`src/rtl/cis_capture.sv`:
```
// Parallel CMOS image sensor capture front end: synchronizes the CIS pad
// group, frames pixels into a sof/eol-tagged stream and buffers it in a
// show-ahead FIFO with line, frame and overflow status.
module cis_capture #(
   parameter int unsigned DW         = 10,
   parameter int unsigned FIFO_DEPTH = 8,
   parameter int unsigned CNT_W      = 12
) (
   input  logic             wb_clk_i,
   input  logic             wb_rst_ni,
   input  logic             enable_i,
   input  logic             cis_pclk_i,
   input  logic             cis_hsync_i,
   input  logic             cis_vsync_i,
   input  logic [DW-1:0]    cis_data_i,
   output logic [DW-1:0]    pix_data_o,
   output logic             pix_valid_o,
   input  logic             pix_ready_i,
   output logic             pix_sof_o,
   output logic             pix_eol_o,
   output logic [CNT_W-1:0] line_len_o,
   output logic [CNT_W-1:0] frame_lines_o,
   output logic [15:0]      frame_cnt_o,
   output logic             overflow_o,
   input  logic             clr_ovf_i
);

   localparam int unsigned AW = $clog2(FIFO_DEPTH);
   localparam int unsigned EW = DW + 2;

   typedef enum logic [1:0] {
      IDLE       = 2'd0,
      WAIT_FRAME = 2'd1,
      ACTIVE     = 2'd2
   } state_t;

   state_t state;

   // Synchronizer stages; pclk carries a third stage for edge detection
   logic [2:0]    pclk_sync;
   logic [1:0]    hs_sync;
   logic [1:0]    vs_sync;
   logic [DW-1:0] d_s1;
   logic [DW-1:0] d_s2;

   // Event history, staging and counters
   logic             vs_prev;
   logic             hist_valid;
   logic             stg_valid;
   logic             stg_sof;
   logic [DW-1:0]    stg_data;
   logic             sof_pending;
   logic [CNT_W-1:0] pix_cnt;
   logic [CNT_W-1:0] line_cnt;

   // FIFO storage and pointers
   logic [EW-1:0] mem [FIFO_DEPTH];
   logic [AW-1:0] wr_ptr;
   logic [AW-1:0] rd_ptr;
   logic [AW:0]   count;

   logic          ev;
   logic          hs;
   logic          vs;
   logic          vs_rise;
   logic          vs_fall;
   logic          push;
   logic          push_eol;
   logic          line_end;
   logic          pop;
   logic          full;
   logic          wr;
   logic          drop;
   logic [EW-1:0] head;

   function automatic logic [CNT_W-1:0] sat_inc(input logic [CNT_W-1:0] v);
      return (v == {CNT_W{1'b1}}) ? v : v + CNT_W'(1);
   endfunction

   // Two-flop synchronizers on every sensor input
   always_ff @(posedge wb_clk_i) begin
      if (!wb_rst_ni) begin
         pclk_sync <= '0;
         hs_sync   <= '0;
         vs_sync   <= '0;
         d_s1      <= '0;
         d_s2      <= '0;
      end else begin
         pclk_sync <= {pclk_sync[1:0], cis_pclk_i};
         hs_sync   <= {hs_sync[0], cis_hsync_i};
         vs_sync   <= {vs_sync[0], cis_vsync_i};
         d_s1      <= cis_data_i;
         d_s2      <= d_s1;
      end
   end

   // PCLK rise event and vsync edges judged against the previous event
   always_comb begin
      ev      = pclk_sync[1] & ~pclk_sync[2];
      hs      = hs_sync[1];
      vs      = vs_sync[1];
      vs_rise = ev & hist_valid & vs & ~vs_prev;
      vs_fall = ev & hist_valid & ~vs & vs_prev;
   end

   // Staged pixel leaves on the next event; eol when the line or frame ends
   always_comb begin
      push     = (state == ACTIVE) && ev && stg_valid;
      push_eol = vs_fall | ~hs;
      line_end = push & push_eol;
   end

   // Capture FSM, pixel staging and line/frame counters
   always_ff @(posedge wb_clk_i) begin
      if (!wb_rst_ni) begin
         state         <= IDLE;
         vs_prev       <= 1'b0;
         hist_valid    <= 1'b0;
         stg_valid     <= 1'b0;
         stg_sof       <= 1'b0;
         stg_data      <= '0;
         sof_pending   <= 1'b0;
         pix_cnt       <= '0;
         line_cnt      <= '0;
         line_len_o    <= '0;
         frame_lines_o <= '0;
         frame_cnt_o   <= '0;
      end else begin
         if (ev) begin
            vs_prev    <= vs;
            hist_valid <= 1'b1;
         end
         case (state)
            IDLE: begin
               if (enable_i) state <= WAIT_FRAME;
            end
            WAIT_FRAME: begin
               if (!enable_i) begin
                  state <= IDLE;
               end else if (vs_rise) begin
                  state       <= ACTIVE;
                  line_cnt    <= '0;
                  pix_cnt     <= '0;
                  stg_valid   <= 1'b0;
                  sof_pending <= 1'b1;
               end
            end
            ACTIVE: begin
               if (line_end) begin
                  line_len_o <= pix_cnt;
                  pix_cnt    <= '0;
                  stg_valid  <= 1'b0;
                  line_cnt   <= sat_inc(line_cnt);
               end
               if (vs_fall) begin
                  frame_cnt_o   <= frame_cnt_o + 16'd1;
                  frame_lines_o <= line_end ? sat_inc(line_cnt) : line_cnt;
                  state         <= enable_i ? WAIT_FRAME : IDLE;
               end else if (ev && hs) begin
                  stg_valid   <= 1'b1;
                  stg_data    <= d_s2;
                  stg_sof     <= sof_pending;
                  sof_pending <= 1'b0;
                  pix_cnt     <= sat_inc(pix_cnt);
               end
            end
            default: state <= IDLE;
         endcase
      end
   end

   // FIFO accept/drop decision; a same-cycle pop frees a slot
   always_comb begin
      pop  = pix_valid_o & pix_ready_i;
      full = (count == (AW+1)'(FIFO_DEPTH));
      wr   = push & (~full | pop);
      drop = push & full & ~pop;
   end

   // FIFO pointers, occupancy and sticky overflow
   always_ff @(posedge wb_clk_i) begin
      if (!wb_rst_ni) begin
         wr_ptr     <= '0;
         rd_ptr     <= '0;
         count      <= '0;
         overflow_o <= 1'b0;
      end else begin
         if (wr) wr_ptr <= wr_ptr + AW'(1);
         if (pop) rd_ptr <= rd_ptr + AW'(1);
         case ({wr, pop})
            2'b10:   count <= count + (AW+1)'(1);
            2'b01:   count <= count - (AW+1)'(1);
            default: count <= count;
         endcase
         if (drop) overflow_o <= 1'b1;
         else if (clr_ovf_i) overflow_o <= 1'b0;
      end
   end

   // FIFO storage; contents are only observed through the valid-gated head
   always_ff @(posedge wb_clk_i) begin
      if (wr) mem[wr_ptr] <= {stg_sof, push_eol, stg_data};
   end

   // Show-ahead head, forced to zero while empty
   always_comb begin
      head        = mem[rd_ptr];
      pix_valid_o = (count != '0);
      pix_data_o  = pix_valid_o ? head[DW-1:0] : '0;
      pix_eol_o   = pix_valid_o & head[DW];
      pix_sof_o   = pix_valid_o & head[DW+1];
   end

endmodule

```
`config.mk`:
```
export PLATFORM = sky130hd
export DESIGN_NAME = cis_capture
export DESIGN_NICKNAME = d
export VERILOG_FILES = /design/src/rtl/cis_capture.sv
export SDC_FILE = /design/constraint.sdc
export NUM_CORES = 1
export LEC_CHECK = 0
export CAP_MARGIN = 20
export CORE_ASPECT_RATIO = 0.8
export CORE_UTILIZATION = 52
export CTS_CLUSTER_SIZE = 25
export DETAILED_ROUTE_END_ITERATION = 16
export PLACE_DENSITY = 0.75
export SYNTH_ARGS = -nofsm -noshare
export SYNTH_HDL_FRONTEND = slang
export SYNTH_SLANG_ARGS = --single-unit
```
`constraint.sdc`:
```
create_clock -name wb_clk_i -period 2.8 [get_ports wb_clk_i]
set_clock_uncertainty 0.15 [all_clocks]
set_input_delay 0.42 -clock wb_clk_i [delete_from_list [all_inputs] [get_ports wb_clk_i]]
set_output_delay 0.42 -clock wb_clk_i [all_outputs]
set_load 0.01 [all_outputs]
```
==> flow_metrics.env, run 1 <==
export IMPL_clk_pin_slew_worst_paths_ns=0.06
export IMPL_diodes=0
export IMPL_vias_per_cell=5.69
export IMPL_num_nets_final=867
export IMPL_cts_buffers=22
export IMPL_ir_worst_vdd_uv=370
export IMPL_vias=6106
export IMPL_min_period_ns=2.70
export IMPL_dp_hpwl_um=12100
export IMPL_fin_util=0.638
export IMPL_p_leak_uw=0.00363
export IMPL_p_seq_frac=0.498
export IMPL_dpl_cell_area_um2=9940
export IMPL_syn_num_nets=787
export IMPL_syn2layout_area_growth_pct=19.2
export IMPL_first_iter_violations=530
export IMPL_clock_power_share=0.409
export IMPL_die_h_um=119
export IMPL_grt_max_degree=61
export IMPL_intPower_uw=5250
export IMPL_synthXorXnorAreaFrac=0.0275
export IMPL_rows=42
export IMPL_synth_seq_cells=218
export IMPL_grt_pass1_wl_um=30200
export IMPL_power_switching_uw=1520
export IMPL_status="complete, no violations"
export IMPL_numPortBuffers=71
export IMPL_htreeDepth=1
export IMPL_antenna_left=0
export IMPL_setup_viol=0
export IMPL_drc_errors=0
export IMPL_startpoint_type="flip-flop"
export IMPL_netlist_cell_type_count=66
export IMPL_seq_area_frac_synth=0.597
export IMPL_die_area_um2=17700
export IMPL_synth_top_family_by_area="simple AND/OR/NAND/NOR gates"
export IMPL_gr_total_overflow=0
export IMPL_cts_buffer_depth=3
export IMPL_synth_edf_count=96
export IMPL_drv_slew=0
export IMPL_yosys_area_share_simple=0.162
export IMPL_die_w_um=148
export IMPL_track_usage=0.217
export IMPL_slew_headroom=0.562
export IMPL_synth_adder_area_share=0.0140
export IMPL_synthArstFlopShare=0
export IMPL_worst_path_max_fanout=12
export IMPL_antenna_found_initial=0
export IMPL_hold_viol_final=0
export IMPL_clkLatencyLatePin_ns=0.49
export IMPL_rsz0062_at_grt="no"
export IMPL_arrival_ns=2.13
export IMPL_endpoint_kind="primary output"
export IMPL_cts_tree="built"
export IMPL_design_area_um2=10600
export IMPL_min_path_type="in2reg"
export IMPL_initial_core_util=0.536
export IMPL_gp_congestion=0.853
export IMPL_avgSynthCellArea_um2=11.8
export IMPL_tightest_slew_ns=0.649
export IMPL_yosysWarnings=0
export IMPL_drv_cap=0
export IMPL_cp_required_ns=2.23
export IMPL_routed_wl_um=18800
export IMPL_slowest_stage="mux4_2"
export IMPL_crit_chain="buf_12, mux4_2, mux2i_2, nor2_1, dlygate4sd2_1"
export IMPL_critPathKind="reg2out"
export IMPL_grt_pass1_vias=5770
export IMPL_p_per_area_nw_per_um2=637
export IMPL_io_pins=72
export IMPL_cts_setup_buffers=0
export IMPL_syn_inst=759
export IMPL_drive_above_1_share=0.129
export IMPL_coreArea_um2=16700
export IMPL_swShare=0.225
export IMPL_detail_route_first_pass_iterations=5
export IMPL_synth_area_um2=8920
export IMPL_finalWorstSetupSlack_ns=0.102
export IMPL_pre_cts_slack_ns=0.279
export IMPL_cpPeakStageDelay_ns=0.53
export IMPL_comb_power_share=0.094
export IMPL_synth_flop_cell="dfxtp_1"
export IMPL_clkSinkCount=218
export IMPL_synth_compound_area_frac=0.0971
export IMPL_max_freq_mhz=371
export IMPL_cts_root_buf="clkbuf_16"
export IMPL_muxShareOfSynthArea=0.0785
export IMPL_wl_per_cell_um=17.5
export IMPL_fin_crit_sh=0.963
## worst paths after layout
check,start,to,cells past startpoint,slack [ns]
max,flip-flop,pix_data_o[0],5,0.10
min,wb_rst_ni,line_len_o[10]$_SDFFE_PN0P_,3,0.20
max reg2reg,state[0]$_SDFFE_PN0P_,mem[5][2]$_DFFE_PP_,7,0.34
min reg2reg,d_s1[5]$_SDFF_PN0_,d_s2[5]$_SDFF_PN0_,1,0.28
## metal layers
layer  track usage  wire, µm
met1         0.313      8640
met4        0.0567       413
met2         0.339      8720
met3        0.0372      1050
met5             0         0
## timing repair
item                                    4_1_cts  5_1_grt
endpoints found under the setup margin       12        0
hold buffers                                  0        0
resized for setup                            17        0
## state kept, by name, summed over array words and instances, names as in the netlist, 2 cells and up, named ones only
signal         flops
mem               96
state              2
pix_cnt           12
d_s2              10
stg_data          10
count              4
hs_sync            2
frame_lines_o     12
vs_sync            2
line_len_o        12
frame_cnt_o       16
rd_ptr             3
line_cnt          12
pclk_sync          3
d_s1              10
wr_ptr             3
## per-stage QoR
stage | std cells | power, µW | setup TNS, ns | hold slack, ns
after global routing | 1073 | 6990 | 0 | 0.229
after CTS | 1073 | 6810 | 0 | 0.184
after detailed placement | 1034 | 4070 | 0 | 0.268
after global placement | 1034 | 4050 | 0 | 0.268
final | 1073 | 6770 | 0 | 0.197
after floorplan | 759 | 3850 | -6.98 | 0.262
## kinds of logic (layout without fill, tap and decap cells)
logic type | after synthesis | after routing
AOI/OAI and AO/OA | 131 | 131
adders and majority gates | 10 | 10
DFF | 218 | 218
muxes | 40 | 40
buffers and inverters | 52 | 146
xor gates and xnor gates | 28 | 28
and+or+nand+nor | 280 | 280
## Yosys cell counts (11+ instances only)
library cell / instances / area share
xnor2_1: 12 / 0.012
mux4_2: 24 / 0.061
and2_1: 36 / 0.025
clkbuf_1: 28 / 0.012
nand2_1: 90 / 0.038
o21ai_0: 15 / 0.0084
a21oi_1: 57 / 0.032
nor2_1: 54 / 0.023
xor2_1: 16 / 0.016
mux2i_1: 16 / 0.018
dfxtp_1: 122 / 0.27
a31oi_1: 11 / 0.0077
nand3_1: 21 / 0.012
edfxtp_1: 96 / 0.32
## placed cells by master (no fill, tap or decap), drive strengths merged, types with 6 or more instances in the layout
cell and n:
a21oi 59, a31oi 11, and2 36, and3 6, buf 28, clkbuf 33, clkdlybuf4s50 58, dfxtp 122
dlygate4sd2 12, edfxtp 96, ha 10, inv 11, mux2i 16, mux4 24, nand2 90, nand2b 6
nand3 21, nand3b 10, nand4 10, nor2 55, nor3 10, nor4 7, o211ai 8, o21ai 23
or3 6, xnor2 12, xor2 16
## critical path, delay by kind of cell, from the launching register on
family,cells,cell delay [ns]
flip-flops,1,0.38
multiplexers,2,0.74
AND/OR/NAND/NOR,1,0.06
buffers and inverters,2,0.45
## cell type report
class	instances	area [µm²]
multi-input combinational	489	3400
clock buffer	33	613
sequential	218	5330
fill	1265	6020
inverter	10	37.5
clock inverter	5	53.8
tap	220	275
timing repair buffer	98	926
## power by group through the flow
stage / Combinational, µW / Sequential (µW) / Clock (µW)
6_report: 633 / 3370 / 2770
5_1_grt: 686 / 3370 / 2930
4_1_cts: 636 / 3370 / 2800
3_5_place_dp: 635 / 3430 / 0
3_3_place_gp: 617 / 3430 / 0
2_1_floorplan: 423 / 3420 / 0
(Power assumes the default switching activity.)
==> run 2, diff against run 1 <==
CTS_BUF_LIST = sky130_fd_sc_hd__clkbuf_16   (was default)
==> flow_metrics.env, run 2 (synthesis gave the netlist of run 1 again) <==
export IMPL_status="complete, no violations"
export IMPL_fin_crit_sh=0.963
export IMPL_grt_pass1_wl_um=30200
export IMPL_clk_pin_slew_worst_paths_ns=0.06
export IMPL_die_h_um=119
export IMPL_reg_top3="mem (96), frame_cnt_o (16)"
export IMPL_min_period_ns=2.70
export IMPL_io_pins=72
export IMPL_vias_per_cell=5.74
export IMPL_clkSinkCount=218
export IMPL_detail_route_first_pass_iterations=5
export IMPL_num_nets_final=867
export IMPL_drv_slew=0
export IMPL_layout_commonest_cell="dfxtp_1"
export IMPL_die_w_um=148
export IMPL_largest_reg_flops=96
export IMPL_hold_ws_ns=0.203
export IMPL_cts_tree="built"
export IMPL_regMostFlops="mem"
export IMPL_final_cell_mix="dfxtp_1 (121), edfxtp_1 (96), nand2_1 (90)"
export IMPL_die_area_um2=17700
export IMPL_rsz0062_at_grt="no"
export IMPL_dpl_cell_area_um2=9940
export IMPL_cts_setup_buffers=0
export IMPL_finalWorstSetupSlack_ns=0.104
export IMPL_antenna_found_initial=0
export IMPL_grt_max_degree=61
export IMPL_track_usage=0.217
export IMPL_rows=42
export IMPL_endpoint_kind="primary output"
export IMPL_drv_cap=0
export IMPL_clkLatencyLatePin_ns=0.50
export IMPL_cts_buffer_depth=3
export IMPL_max_freq_mhz=371
export IMPL_gp_congestion=0.853
export IMPL_hold_viol_final=0
export IMPL_first_iter_violations=531
export IMPL_min_path_type="in2reg"
export IMPL_cts_root_buf="clkbuf_16"
export IMPL_setup_viol=0
export IMPL_multi_input_area_um2=3400
export IMPL_wl_per_cell_um=17.5
export IMPL_antenna_left=0
export IMPL_initial_core_util=0.536
export IMPL_p_per_area_nw_per_um2=633
export IMPL_fin_util=0.638
export IMPL_startpoint_type="flip-flop"
export IMPL_worst_path_max_fanout=12
export IMPL_p_leak_uw=0.00367
export IMPL_drc_errors=0
export IMPL_arrival_ns=2.13
export IMPL_cts_buffers=22
export IMPL_vias=6156
export IMPL_dp_hpwl_um=12100
export IMPL_syn2layout_area_growth_pct=19.2
export IMPL_routed_wl_um=18800
export IMPL_filler_cell_count=1265
export IMPL_gr_total_overflow=0
export IMPL_coreArea_um2=16700
export IMPL_design_area_um2=10600
export IMPL_tightest_slew_ns=0.650
export IMPL_numPortBuffers=71
export IMPL_diodes=0
export IMPL_slew_headroom=0.561
export IMPL_ir_worst_vdd_uv=370
export IMPL_critPathKind="reg2out"
export IMPL_htreeDepth=1
export IMPL_cp_required_ns=2.23
export IMPL_pre_cts_slack_ns=0.279
export IMPL_drive_above_1_share=0.129
export IMPL_grt_pass1_vias=5769
export IMPL_seq_area_um2=5330
==> run 2: changes by cell type in the layout (fill, tap and decap cells not counted), sizes merged <==
cell    change
clkbuf     -10
inv        +10
==> run 2: final timing paths <==
| check | cells after the start | to | slack [ns] | start |
|---|---|---|---|---|
| min | 3 | line_len_o[10]$_SDFFE_PN0P_ | 0.20 | wb_rst_ni |
| max | 5 | pix_data_o[0] | 0.10 | flip-flop |
| min reg2reg | 1 | d_s2[8]$_SDFF_PN0_ | 0.28 | d_s1[8]$_SDFF_PN0_ |
| max reg2reg | 7 | mem[5][2]$_DFFE_PP_ | 0.34 | state[0]$_SDFFE_PN0P_ |
==> run 2: where the power goes <==
part | internal (µW) | switching, µW | leakage [µW] | total, µW
clock | 1570 | 1150 | 0.000367 | 2720
combinational | 309 | 324 | 0.00143 | 633
sequential | 3330 | 37.3 | 0.00187 | 3370
total | 5210 | 1520 | 0.00367 | 6730
==> run 2: metrics by stage <==
step                setup TNS, ns  power (µW)  std cells
detailed placement              0        4070       1034
CTS                             0        6780       1073
global placement                0        4050       1034
global route                    0        6960       1073
floorplan                   -6.98        3850        759
finish                          0        6730       1073
==> run 2: cell type report <==
class | count | share of cell area
clock buffers | 23 | 0.0541
well taps | 220 | 0.0259
inverters | 10 | 0.00353
clock inverters | 15 | 0.00859
multi-input cells | 489 | 0.320
repair buffers | 98 | 0.0871
flip-flops and latches | 218 | 0.501
==> run 2: worst max-delay path, stage by stage, from the launching register on <==
cell and delay [ns]:
dfxtp_4 0.38, buf_12 0.17, mux4_2 0.53, mux2i_2 0.21
nor2_1 0.06, dlygate4sd2_1 0.28
==> run 2: what timing repair did <==
item	4_1_cts	5_1_grt
endpoints found under the setup margin	12	0
hold buffers	0	0
resized for setup	17	0
==> run 2: layer usage <==
| layer | global-route usage | wire, µm |
|---|---|---|
| met5 | 0 | 0 |
| met2 | 0.338 | 8750 |
| met3 | 0.0372 | 1340 |
| met4 | 0.0567 | 340 |
| met1 | 0.314 | 8330 |
==> run 3, diff against run 2 <==
ABC_CLOCK_PERIOD_IN_PS = 2800   (was default)
==> results of run 3 <==
The final DEF is identical to that of run 2; final timing and power are the same.
